==> src/rtl/rv_multicycle_sequencer.sv <==
// Control sequencer for the multicycle RISC-V core: fetch/decode/execute/mem/writeback
// with a req/ack memory handshake, timeout, fault capture, single-step and retire counter.
module rv_multicycle_sequencer #(
   parameter int unsigned          WORD_SIZE      = 32,
   parameter logic [WORD_SIZE-1:0] RESET_PC       = {WORD_SIZE{1'b0}},
   parameter int unsigned          TIMEOUT_CYCLES = 15,
   parameter logic [6:0]           HALT_OPCODE    = 7'b1111111
) (
   input  logic                 clk,
   input  logic                 rst,
   input  logic                 run,
   input  logic                 step_mode,
   input  logic                 step,
   output logic                 mem_req,
   output logic [1:0]           mem_write,
   output logic [WORD_SIZE-1:0] mem_addr,
   input  logic                 mem_ack,
   input  logic                 mem_err,
   input  logic [WORD_SIZE-1:0] mem_rdata,
   output logic [WORD_SIZE-1:0] instruction,
   input  logic                 decode_error,
   input  logic                 mem_to_reg,
   input  logic [1:0]           mem_write_size,
   input  logic [WORD_SIZE-1:0] alu_result,
   input  logic [WORD_SIZE-1:0] next_pc,
   output logic [WORD_SIZE-1:0] pc,
   output logic [WORD_SIZE-1:0] load_data,
   output logic                 reg_we,
   output logic [3:0]           state,
   output logic                 halted,
   output logic                 fault,
   output logic [1:0]           fault_cause,
   output logic [WORD_SIZE-1:0] instret
);

   localparam int unsigned          TW        = (TIMEOUT_CYCLES < 1) ? 1 : $clog2(TIMEOUT_CYCLES + 1);
   localparam logic [TW-1:0]        TMO_LIMIT = TW'(TIMEOUT_CYCLES);
   localparam logic [TW-1:0]        TMO_ZERO  = {TW{1'b0}};
   localparam logic [WORD_SIZE-1:0] WORD_ZERO = {WORD_SIZE{1'b0}};
   localparam logic [WORD_SIZE-1:0] WORD_ONE  = {{(WORD_SIZE-1){1'b0}}, 1'b1};

   localparam logic [1:0] CAUSE_DECODE  = 2'd0;
   localparam logic [1:0] CAUSE_MEMERR  = 2'd1;
   localparam logic [1:0] CAUSE_TIMEOUT = 2'd2;
   localparam logic [1:0] CAUSE_MISALGN = 2'd3;

   typedef enum logic [3:0] {
      S_IDLE      = 4'd0,
      S_FETCH     = 4'd1,
      S_DECODE    = 4'd2,
      S_EXECUTE   = 4'd3,
      S_MEM       = 4'd4,
      S_WRITEBACK = 4'd5,
      S_PAUSE     = 4'd6,
      S_HALT      = 4'd9,
      S_FAULT     = 4'd15
   } state_e;

   state_e                 state_r;
   logic [TW-1:0]          tmo_cnt_r;
   logic                   is_store_s;
   logic                   is_mem_op_s;
   logic                   timed_out_s;
   logic [WORD_SIZE-1:0]   fetch_addr_s;

   function automatic logic word_aligned(input logic [1:0] lsbs);
      return (lsbs == 2'b00);
   endfunction

   assign state = state_r;

   // Decode helpers; a fetch entered from WRITEBACK targets the PC being loaded
   always_comb begin
      is_store_s  = (mem_write_size != 2'b00);
      is_mem_op_s = mem_to_reg || is_store_s;
      timed_out_s = (tmo_cnt_r == TMO_LIMIT);
      if (state_r == S_WRITEBACK) begin
         fetch_addr_s = next_pc;
      end else begin
         fetch_addr_s = pc;
      end
   end

   // Sequencer state machine with all outputs registered
   always_ff @(posedge clk) begin
      if (rst) begin
         state_r     <= S_IDLE;
         tmo_cnt_r   <= TMO_ZERO;
         pc          <= RESET_PC;
         instruction <= WORD_ZERO;
         load_data   <= WORD_ZERO;
         instret     <= WORD_ZERO;
         fault_cause <= CAUSE_DECODE;
         mem_req     <= 1'b0;
         mem_write   <= 2'b00;
         mem_addr    <= WORD_ZERO;
         reg_we      <= 1'b0;
         halted      <= 1'b0;
         fault       <= 1'b0;
      end else begin
         reg_we <= 1'b0;
         case (state_r)
            S_IDLE: begin
               if (run) begin
                  state_r   <= S_FETCH;
                  tmo_cnt_r <= TMO_ZERO;
                  mem_req   <= word_aligned(fetch_addr_s[1:0]);
                  mem_addr  <= fetch_addr_s;
                  mem_write <= 2'b00;
               end
            end
            S_FETCH: begin
               // A misaligned PC never raised mem_req on entry
               if (!word_aligned(pc[1:0])) begin
                  state_r     <= S_FAULT;
                  fault       <= 1'b1;
                  fault_cause <= CAUSE_MISALGN;
                  mem_req     <= 1'b0;
               end else if (mem_ack) begin
                  mem_req <= 1'b0;
                  if (mem_err) begin
                     state_r     <= S_FAULT;
                     fault       <= 1'b1;
                     fault_cause <= CAUSE_MEMERR;
                  end else begin
                     instruction <= mem_rdata;
                     state_r     <= S_DECODE;
                  end
               end else if (timed_out_s) begin
                  mem_req     <= 1'b0;
                  state_r     <= S_FAULT;
                  fault       <= 1'b1;
                  fault_cause <= CAUSE_TIMEOUT;
               end else begin
                  tmo_cnt_r <= tmo_cnt_r + TW'(1'b1);
               end
            end
            S_DECODE: begin
               state_r <= S_EXECUTE;
            end
            S_EXECUTE: begin
               if (instruction[6:0] == HALT_OPCODE) begin
                  state_r <= S_HALT;
                  halted  <= 1'b1;
               end else if (decode_error) begin
                  state_r     <= S_FAULT;
                  fault       <= 1'b1;
                  fault_cause <= CAUSE_DECODE;
               end else if (is_mem_op_s) begin
                  state_r   <= S_MEM;
                  tmo_cnt_r <= TMO_ZERO;
                  mem_req   <= 1'b1;
                  mem_addr  <= alu_result;
                  mem_write <= mem_write_size;
               end else begin
                  state_r <= S_WRITEBACK;
                  reg_we  <= 1'b1;
               end
            end
            S_MEM: begin
               if (mem_ack) begin
                  mem_req   <= 1'b0;
                  mem_write <= 2'b00;
                  if (mem_err) begin
                     state_r     <= S_FAULT;
                     fault       <= 1'b1;
                     fault_cause <= CAUSE_MEMERR;
                  end else begin
                     if (mem_to_reg) begin
                        load_data <= mem_rdata;
                     end
                     reg_we  <= !is_store_s;
                     state_r <= S_WRITEBACK;
                  end
               end else if (timed_out_s) begin
                  mem_req     <= 1'b0;
                  mem_write   <= 2'b00;
                  state_r     <= S_FAULT;
                  fault       <= 1'b1;
                  fault_cause <= CAUSE_TIMEOUT;
               end else begin
                  tmo_cnt_r <= tmo_cnt_r + TW'(1'b1);
               end
            end
            S_WRITEBACK: begin
               pc      <= next_pc;
               instret <= instret + WORD_ONE;
               if (step_mode) begin
                  state_r <= S_PAUSE;
               end else begin
                  state_r   <= S_FETCH;
                  tmo_cnt_r <= TMO_ZERO;
                  mem_req   <= word_aligned(fetch_addr_s[1:0]);
                  mem_addr  <= fetch_addr_s;
                  mem_write <= 2'b00;
               end
            end
            S_PAUSE: begin
               if (step || !step_mode) begin
                  state_r   <= S_FETCH;
                  tmo_cnt_r <= TMO_ZERO;
                  mem_req   <= word_aligned(fetch_addr_s[1:0]);
                  mem_addr  <= fetch_addr_s;
                  mem_write <= 2'b00;
               end
            end
            S_HALT, S_FAULT: begin
               mem_req   <= 1'b0;
               mem_write <= 2'b00;
            end
            default: begin
               // Corrupted state register: park safely with the bus idle
               state_r   <= S_FAULT;
               fault     <= 1'b1;
               mem_req   <= 1'b0;
               mem_write <= 2'b00;
            end
         endcase
      end
   end

endmodule
==> config.mk <==
export PLATFORM = sky130hd
export DESIGN_NAME = rv_multicycle_sequencer
export DESIGN_NICKNAME = d
export VERILOG_FILES = /design/src/rtl/rv_multicycle_sequencer.sv
export SDC_FILE = /design/constraint.sdc
export NUM_CORES = 1
export LEC_CHECK = 0
export CORE_ASPECT_RATIO = 1.75
export CORE_MARGIN = 5
export CORE_UTILIZATION = 35
export CTS_BUF_LIST = sky130_fd_sc_hd__clkbuf_16
export DETAILED_ROUTE_END_ITERATION = 12
export HOLD_SLACK_MARGIN = 0.1
export PLACE_DENSITY = 0.68
export SYNTH_ARGS = -nofsm -noshare
export SYNTH_HDL_FRONTEND = slang
export SYNTH_SLANG_ARGS = --single-unit
export TNS_END_PERCENT = 1
==> constraint.sdc <==
create_clock -name clk -period 2 [get_ports clk]
set_input_delay 0.4 -clock clk [delete_from_list [all_inputs] [get_ports clk]]
set_output_delay 0.4 -clock clk [all_outputs]
set_load 0.05 [all_outputs]
==> results.yml, run 1 <==
status:
  status: "finished clean"
global_routing:
  grt-ovfl-total: 0
  grt_start_max_net_pins: 65
  grt_first_pass_wirelength_mm: 39.2
  antenna_found_initial: 1
  grt_pass1_vias: 7347
  grt_use_total_pct: 20.2
clock_tree:
  cts_tree: "done"
  cts_setup_buffers: 0
  htree_levels: 4
  cts_made_buffers: 17
  clock_latency_ns: 0.44
  clockBufferDepth: 2
  cts_root_buf: "clkbuf_16"
  clock_sinks: 176
  hold_buffers: 0
  clk_pin_slew_ns: 0.07
floorplan:
  design.die.area_sq_mm: 0.0244
  chipHeight_microns: 203
  die_x_microns: 120
  rows: 70
  ios: 279
  coreArea_sq_mm: 0.0209
  initial_utilization_pct: 35.5
power:
  p_sw_share_pct: 38.5
  power.internal_uw: 7530
  switchingPower_uw: 4720
  seq_power_share_pct: 33.2
  pwr-share-clk_pct: 28.3
  ir_drop_mv: 0.692
  power_density_mw_per_mm2: 1080
  leakagePower_uw: 0.00507
  p_comb_share_pct: 38.4
sta:
  slew_headroom_pct: 63.0
  worst_pin_slew_ns: 0.557
  slew_violations: 0
  setup-tns-final_ns: 0
  fin_worst_skew_ns: 0.0120
  grt_setup_unrepaired: "yes"
  period_needed_ns: 1.97
  final_hold_viol_count: 0
  setup_viol: 0
  fmax_mhz: 507
  fin_hold_ws_ns: 0.387
  period_share_pct: 98.6
placement:
  gp_congestion: 0.913
  dp_hpwl_mm: 18.4
  io_buffers: 278
routing:
  first_pass_iters: 5
  first_iter_violations: 444
  vias_per_cell: 5.21
  via_count: 7592
  ant_nets: 0
  wire_per_inst_microns: 17.3
  drc_errors: 0
  routed_wl_mm: 25.3
yosys:
  synth_edf_count: 0
  synthCells: 903
  yosys_warnings: 0
  yosys-top-cells-area: "dfxtp_1 47%, nand2_1 9.2%, a21oi_1 7.7%, mux2i_1 4.4%, o2111ai_1 3.9%"
  synth.most_common_cell: "nand2_1"
  netlist_area_sq_mm: 0.00744
  async_flop_share_pct: 0
  synth.area.mux_share_pct: 4.59
  ys_seq_area_share_pct: 47.4
  synth_top_family_by_area: "simple AND/OR/NAND/NOR gates"
  yosysTopAreaCell: "dfxtp_1"
  ys_types: 60
  ys_top_cells_by_count: "182 x nand2_1, 176 x dfxtp_1, 115 x a21oi_1"
  synth_top_flop_cell: "dfxtp_1"
  netlist.area_leader.share_pct: 47.4
  synthAdderAreaFrac_pct: 0.336
  avgSynthCellArea_sq_um: 8.24
  synthXorXnorAreaFrac_pct: 2.94
  synth_nets: 1012
  ys_ff_latch: 176
  synthSimpleGateAreaFrac_pct: 21.6
  synth_compound_area_share_pct: 19.1
hold_path:
  hold_class: "input port to register"
worst_setup_path:
  worst_setup_path_start_kind: "register"
  reg2reg_slack_ns: 0.03
  path_cells: "ha_1 > a31o_2 > a211oi_1 > a31oi_1 > or4_1 > a21oi_1"
  critPathMaxFanout: 5
  slowest_delay_ns: 0.52
  critical_path_class: "register to register"
  cp.required_ns: 2.37
  cpMaxStageDelayCell: "or4_1"
  arrival_ns: 2.34
  end_kind: "register"
finish:
  drive_above_1_share_pct: 12.5
  syn_to_final_growth_pct: 52.5
  fin_nets: 1300
job:
  cap_violations: 0
==> kinds of logic (layout without fill, tap and decap cells) <==
family,Yosys count,count (layout)
flops,176,176
fa+ha+maj,2,2
compound gates,238,238
buf+inv,74,375
xor+xnor,25,25
other cells,0,1
mux,34,34
simple gates,354,354
==> power by group through the flow <==
stage	sequential (uW)	combinational [uW]	clock (uW)
after CTS	4060	4700	3590
after global routing	4120	5040	3720
after floorplan	5040	1890	0
final	4070	4710	3470
after detailed placement	4140	4770	0
after global placement	4130	4750	0
==> worst paths after layout <==
check | depth (start not counted) | end | start
max | 6 | tmo_cnt_r[3]$_SDFFE_PP0P_ | tmo_cnt_r[0]$_SDFFE_PP0P_
min reg2reg | 2 | load_data[27]$_SDFFE_PP0P_ | load_data[27]$_SDFFE_PP0P_
min | 2 | instret[22]$_SDFFE_PP0P_ | rst
max reg2reg | 6 | tmo_cnt_r[3]$_SDFFE_PP0P_ | tmo_cnt_r[0]$_SDFFE_PP0P_
==> critical path: cells and delay by family (launching register included) <==
family | cells | cell delay, ns
AOI/OAI and AO/OA | 4 | 0.83
adders and majority gates | 1 | 0.23
DFF | 1 | 0.34
and+or+nand+nor | 1 | 0.52
==> placed cells by master, fill, tap and decap left out, types with 33 or more instances in the layout <==
master | synthesis | routed
dfxtp_1 | 176 | 167
a21oi_1 | 115 | 115
nor2_1 | 71 | 69
clkdlybuf4s50_1 | 0 | 105
buf_4 | 3 | 83
o2111ai_1 | 33 | 33
o21ai_0 | 42 | 42
mux2i_1 | 33 | 33
dlygate4sd2_1 | 0 | 120
nand2_1 | 182 | 182
==> state kept, by name, summed over array words and instances (netlist names), 4 cells and up <==
signal / flops
load_data: 32
tmo_cnt_r: 4
instruction: 32
pc: 32
instret: 32
mem_addr: 32
state: 4
==> layer usage <==
metal  routed length [microns]  track usage [%]  up-vias  part of all wire [%]
met1                      9570             21.8     3557                    38
met3                      1560             5.49       37                   6.2
met2                     13400             36.4      235                    53
li1                          -                -     3763                     -
met4                       705             8.85        0                   2.8
met5                         0                0        -                     0
==> area by class of cell <==
cell class	count	area, sq um
Fill cell	2025	9590
Multi-Input combinational cell	653	3660
Sequential cell	176	3540
Timing Repair Buffer	338	3200
Clock buffer	17	425
Tap cell	252	315
Clock inverter	15	184
Inverter	5	18.8
Antenna cell	1	2.50
==> what timing repair did <==
| item | in CTS | in global routing |
|---|---|---|
| pin swaps | 0 | 1 |
| endpoints found under the setup margin | 142 | 90 |
| gates resized for setup | 121 | 23 |
==> through the flow <==
stage	power, uW	util, %	cell area [sq um]	std cells	setup WS, ns
2_1_floorplan	6930	-	7450	903	-0.0592
3_3_place_gp	8880	51.7	10800	1424	-0.265
3_5_place_dp	8910	51.7	10800	1424	-0.291
4_1_cts	12300	53.9	11300	1456	0.000220
5_1_grt	12900	54.2	11300	1457	-0.0916
6_report	12300	54.2	11300	1457	0.0275
No activity file was read; power rests on OpenSTA's default activity.
==> run 2, diff against run 1 <==
PLACE_DENSITY = 0.79   (was 0.68)
==> results.yml, run 2 (same netlist as run 1, synthesis figures left out) <==
routing:
  drc_errors: 0
  via_count: 7694
  wire_per_inst_microns: 17.5
  first_iter_violations: 477
  ant_nets: 0
  first_pass_iters: 4
  vias_per_cell: 5.25
  routed_wl_mm: 25.7
worst_setup_path:
  cpMaxStageDelayCell: "clkdlybuf4s50_1"
  slowest_delay_ns: 0.80
  critical_path_class: "register to output pin"
  cp.required_ns: 1.60
  timing.rr.end: "tmo_cnt_r[3]$_SDFFE_PP0P_"
  critPathMaxFanout: 2
  end_kind: "output pin"
  reg2reg_slack_ns: 0.08
  reg2reg_from: "tmo_cnt_r[0]$_SDFFE_PP0P_"
  worst_setup_path_start_kind: "register"
  reg2reg_depth: 6
  critPathLaunch: "pc[7]$_SDFF_PP0_"
  cp_num_cells: 1
  endpoint: "pc[7]"
  path_buf_inv: 1
  path_cells: "clkdlybuf4s50_1"
  crit_family: "buffers and inverters"
  arrival_ns: 1.56
clock_tree:
  cts_root_buf: "clkbuf_16"
  clockBufferDepth: 2
  cts_tree: "done"
  cts_made_buffers: 17
  clk_pin_slew_ns: 0.06
  hold_buffers: 0
  clock_latency_ns: 0.44
  htree_levels: 4
  clock_sinks: 176
  cts_setup_buffers: 0
finish:
  mostFrequentLayoutCell: "nand2_1"
  register_area_sq_mm: 0.00354
  multi_input_area_sq_mm: 0.00367
  fillerInstances: 1907
  syn_to_final_growth_pct: 52.9
  final_cell_mix: "182 x nand2_1, 167 x dfxtp_1, 115 x a21oi_1"
  fin_nets: 1309
  drive_above_1_share_pct: 13.8
  instances_no_fill: 1466
placement:
  place_inst: 1433
  dp_hpwl_mm: 19.2
  io_buffers: 278
  gp_congestion: 0.891
sta:
  grt_setup_unrepaired: "yes"
  setup_viol: 0
  slew_violations: 0
  fin_worst_skew_ns: 0.00985
  period_share_pct: 98.0
  worst_pin_slew_ns: 0.547
  final_hold_viol_count: 0
  period_needed_ns: 1.96
  fmax_mhz: 510
  slew_headroom_pct: 63.7
power:
  power.internal_uw: 7300
  power_density_mw_per_mm2: 1050
  seq_power_share_pct: 34.1
  ir_drop_mv: 0.499
  p_comb_share_pct: 40.2
  leakagePower_uw: 0.00525
  p_sw_share_pct: 38.8
  switchingPower_uw: 4640
  pwr-share-clk_pct: 25.7
  power_uw: 11900
global_routing:
  grt_first_pass_wirelength_mm: 40.0
  grt_use_total_pct: 20.6
  grt-ovfl-total: 0
  antenna_found_initial: 1
  grt_pass1_vias: 7634
  grt_start_max_net_pins: 57
floorplan:
  rows: 70
  design.die.area_sq_mm: 0.0244
  initial_utilization_pct: 35.5
  coreArea_sq_mm: 0.0209
  ios: 279
  chipHeight_microns: 203
  die_x_microns: 120
status:
  status: "finished clean"
job:
  cap_violations: 0
hold_path:
  hold_class: "input port to register"
## run 2: routing by layer
metal | global-route usage [%] | share of wire (%) | vias to the layer above
li1 | - | - | 3777
met1 | 22.0 | 37 | 3571
met2 | 36.2 | 52 | 266
met3 | 5.55 | 5.6 | 80
met4 | 11.9 | 5.2 | 0
met5 | 0 | 0 | -
## run 2: metrics by stage
step / hold slack, ns / setup TNS, ns / instance area, sq um / setup slack, ns / util [%]
after detailed placement: 0.447 / -11.35 / 10800 / -0.302 / 51.8
after floorplan: 0.452 / -3.43 / 7450 / -0.0592 / -
after global placement: 0.440 / -7.79 / 10800 / -0.260 / 51.8
after global routing: 0.294 / -0.108 / 11400 / -0.0306 / 54.3
after CTS: 0.275 / 0 / 11300 / 0.000140 / 53.8
final: 0.295 / 0 / 11400 / 0.0396 / 54.3
## run 2: timing repair
action                                 CTS  global route
setup endpoints to repair              103            74
cloned                                   0             0
resized for setup                       93            38
pin swaps                                0             0
endpoints found under the hold margin    0             0
## run 2: how the worst min path moves through the flow
stage	startpoint	endpoint	slack [ns]	cells after the start
after CTS	rst	pc[6]$_SDFF_PP0_	0.28	2
after global routing	rst	pc[6]$_SDFF_PP0_	0.29	2
after detailed placement	instruction[30]$_SDFFE_PP0P_	instruction[30]$_SDFFE_PP0P_	0.45	2
final	rst	pc[6]$_SDFF_PP0_	0.29	2
after floorplan	tmo_cnt_r[1]$_SDFFE_PP0P_	tmo_cnt_r[1]$_SDFFE_PP0P_	0.45	2
after global placement	load_data[15]$_SDFFE_PP0P_	load_data[15]$_SDFFE_PP0P_	0.44	2
## run 2: cell type report
type	instances	share of cell area [%]
well taps	252	2.77
clock buffers	17	3.74
flip-flops and latches	176	31.1
multi-input cells	653	32.3
clock inverters	15	0.913
diodes	1	0.0220
repair buffers	347	29.0
inverters	5	0.165
## run 2: worst register-to-register path, delay by kind of cell (launching register included)
family / cells / cell delay, ns
adders and majority gates: 1 / 0.23
AOI/OAI and AO/OA: 4 / 0.78
DFF: 1 / 0.34
and+or+nand+nor: 1 / 0.51
## run 2: power groups by stage
stage	combinational (uW)	sequential, uW	clock (uW)
floorplan	1890	5040	0
global placement	4780	4130	0
detailed placement	4820	4140	0
CTS	4770	4060	3160
global route	5130	4110	3290
finish	4800	4070	3070
==> run 3, diff against run 2 <==
GPL_TIMING_DRIVEN = 0   (was unset)
==> results.yml, run 3 (same netlist as run 1, synthesis figures left out) <==
power:
  power_density_mw_per_mm2: 1040
  p_sw_share_pct: 39.9
  leakagePower_uw: 0.00531
  power.internal_uw: 7170
  ir_drop_mv: 0.577
  pwr-share-clk_pct: 26.4
  seq_power_share_pct: 33.8
  power_uw: 11900
  p_comb_share_pct: 39.8
  switchingPower_uw: 4760
placement:
  io_buffers: 277
  gp_congestion: 0.969
  dp_slack_ns: -0.917
  placed_area_sq_mm: 0.0105
  dp_hpwl_mm: 21.2
global_routing:
  antenna_found_initial: 1
  grt_use_total_pct: 21.7
  grt_first_pass_wirelength_mm: 41.7
  grt_start_max_net_pins: 17
  grt_pass1_vias: 7734
  grt-ovfl-total: 0
routing:
  first_pass_iters: 5
  via_count: 7839
  routed_wl_mm: 27.4
  drc_errors: 0
  wire_per_inst_microns: 18.7
  ant_nets: 0
  vias_per_cell: 5.34
  first_iter_violations: 450
clock_tree:
  clockBufferDepth: 2
  cts_root_buf: "clkbuf_16"
  htree_levels: 4
  clock_sinks: 176
  cts_tree: "done"
  cts_made_buffers: 17
  clk_pin_slew_ns: 0.07
  clock_latency_ns: 0.43
worst_setup_path:
  end_kind: "output pin"
  critical_path_class: "register to output pin"
  path_buf_inv: 1
  crit_family: "buffers and inverters"
  arrival_ns: 1.57
  cpMaxStageDelayCell: "clkdlybuf4s50_1"
  worst_setup_path_start_kind: "register"
  critPathMaxFanout: 2
  path_cells: "clkdlybuf4s50_1"
  cp.required_ns: 1.60
  slowest_delay_ns: 0.81
sta:
  worst_pin_slew_ns: 0.688
  final_hold_viol_count: 0
  setup_slack_ns: 0.0335
  period_needed_ns: 1.97
  period_share_pct: 98.3
  setup_viol: 0
  slew_headroom_pct: 54.1
  slew_violations: 0
  fin_worst_skew_ns: 0.00930
  fmax_mhz: 509
  grt_setup_unrepaired: "yes"
hold_path:
  hold_class: "register to register"
finish:
  final_cell_mix: "182 x nand2_1, 167 x dfxtp_1, 121 x dlygate4sd2_1"
  syn_to_final_growth_pct: 54.0
  post-route-util_pct: 54.7
  fin_area_sq_mm: 0.0115
  drive_above_1_share_pct: 10.4
  mostFrequentLayoutCell: "nand2_1"
  fin_nets: 1311
floorplan:
  design.die.area_sq_mm: 0.0244
  initial_utilization_pct: 35.5
  chipHeight_microns: 203
  rows: 70
  die_x_microns: 120
  coreArea_sq_mm: 0.0209
  ios: 279
job:
  cap_violations: 0
status:
  status: "finished clean"
## run 3: cell types whose count changed in the layout (fill, tap and decap cells not counted), moves of 9 or more
cell             change
dlygate4sd2_1       +29
clkdlybuf4s50_1     +13
clkbuf_4             +9
mux2i_1             -13
clkbuf_2            +16
clkbuf_1            +26
buf_12               -9
buf_4               -94
## run 3: path summary, 6_finish.rpt
check                             start  slack (ns)                    endpoint  depth (start not counted)
max           load_data[5]$_SDFFE_PP0P_        0.03                load_data[5]                          1
min          load_data[30]$_SDFFE_PP0P_        0.45  load_data[30]$_SDFFE_PP0P_                          2
max reg2reg       state[1]$_SDFFE_PP0P_        0.04   tmo_cnt_r[3]$_SDFFE_PP0P_                          6
min reg2reg  load_data[30]$_SDFFE_PP0P_        0.45  load_data[30]$_SDFFE_PP0P_                          2
## run 3: metrics by stage
step                      setup TNS (ns)  hold WS (ns)  instances
after detailed placement          -67.36         0.446       1432
after global placement            -64.34         0.441       1432
final                                  0         0.449       1468
after CTS                         -0.566         0.452       1466
after floorplan                    -3.43         0.452        903
after global routing               -1.66         0.466       1468
## run 3: what timing repair did
| item | CTS | global route |
|---|---|---|
| hold buffers | 0 | 0 |
| endpoints found under the setup margin | 257 | 152 |
| pin swaps | 1 | 5 |
| gates resized for setup | 167 | 121 |
| buffers inserted | 3 | 3 |
## run 3: final cells by class
class / instances / area, sq um
Clock buffer: 17 / 425
Sequential cell: 176 / 3540
Antenna cell: 1 / 2.50
Buffer: 66 / 402
Clock inverter: 15 / 120
Tap cell: 252 / 315
Inverter: 5 / 18.8
Fill cell: 1990 / 9480
Timing Repair Buffer: 283 / 2770
Multi-Input combinational cell: 653 / 3860
## run 3: power by group through the flow
stage	Clock, uW	Sequential (uW)	Combinational, uW
3_3_place_gp	0	4070	4360
5_1_grt	3360	4060	5070
4_1_cts	3220	4010	4450
6_report	3140	4030	4750
3_5_place_dp	0	4090	4390
2_1_floorplan	0	5040	1890
## run 3: metal layers
layer | vias up | wire length [microns] | track usage, %
li1 | 3776 | - | -
met1 | 3741 | 10200 | 22.3
met2 | 259 | 14700 | 40.5
met3 | 63 | 1370 | 4.85
met4 | 0 | 1160 | 10.9
met5 | - | 0 | 0
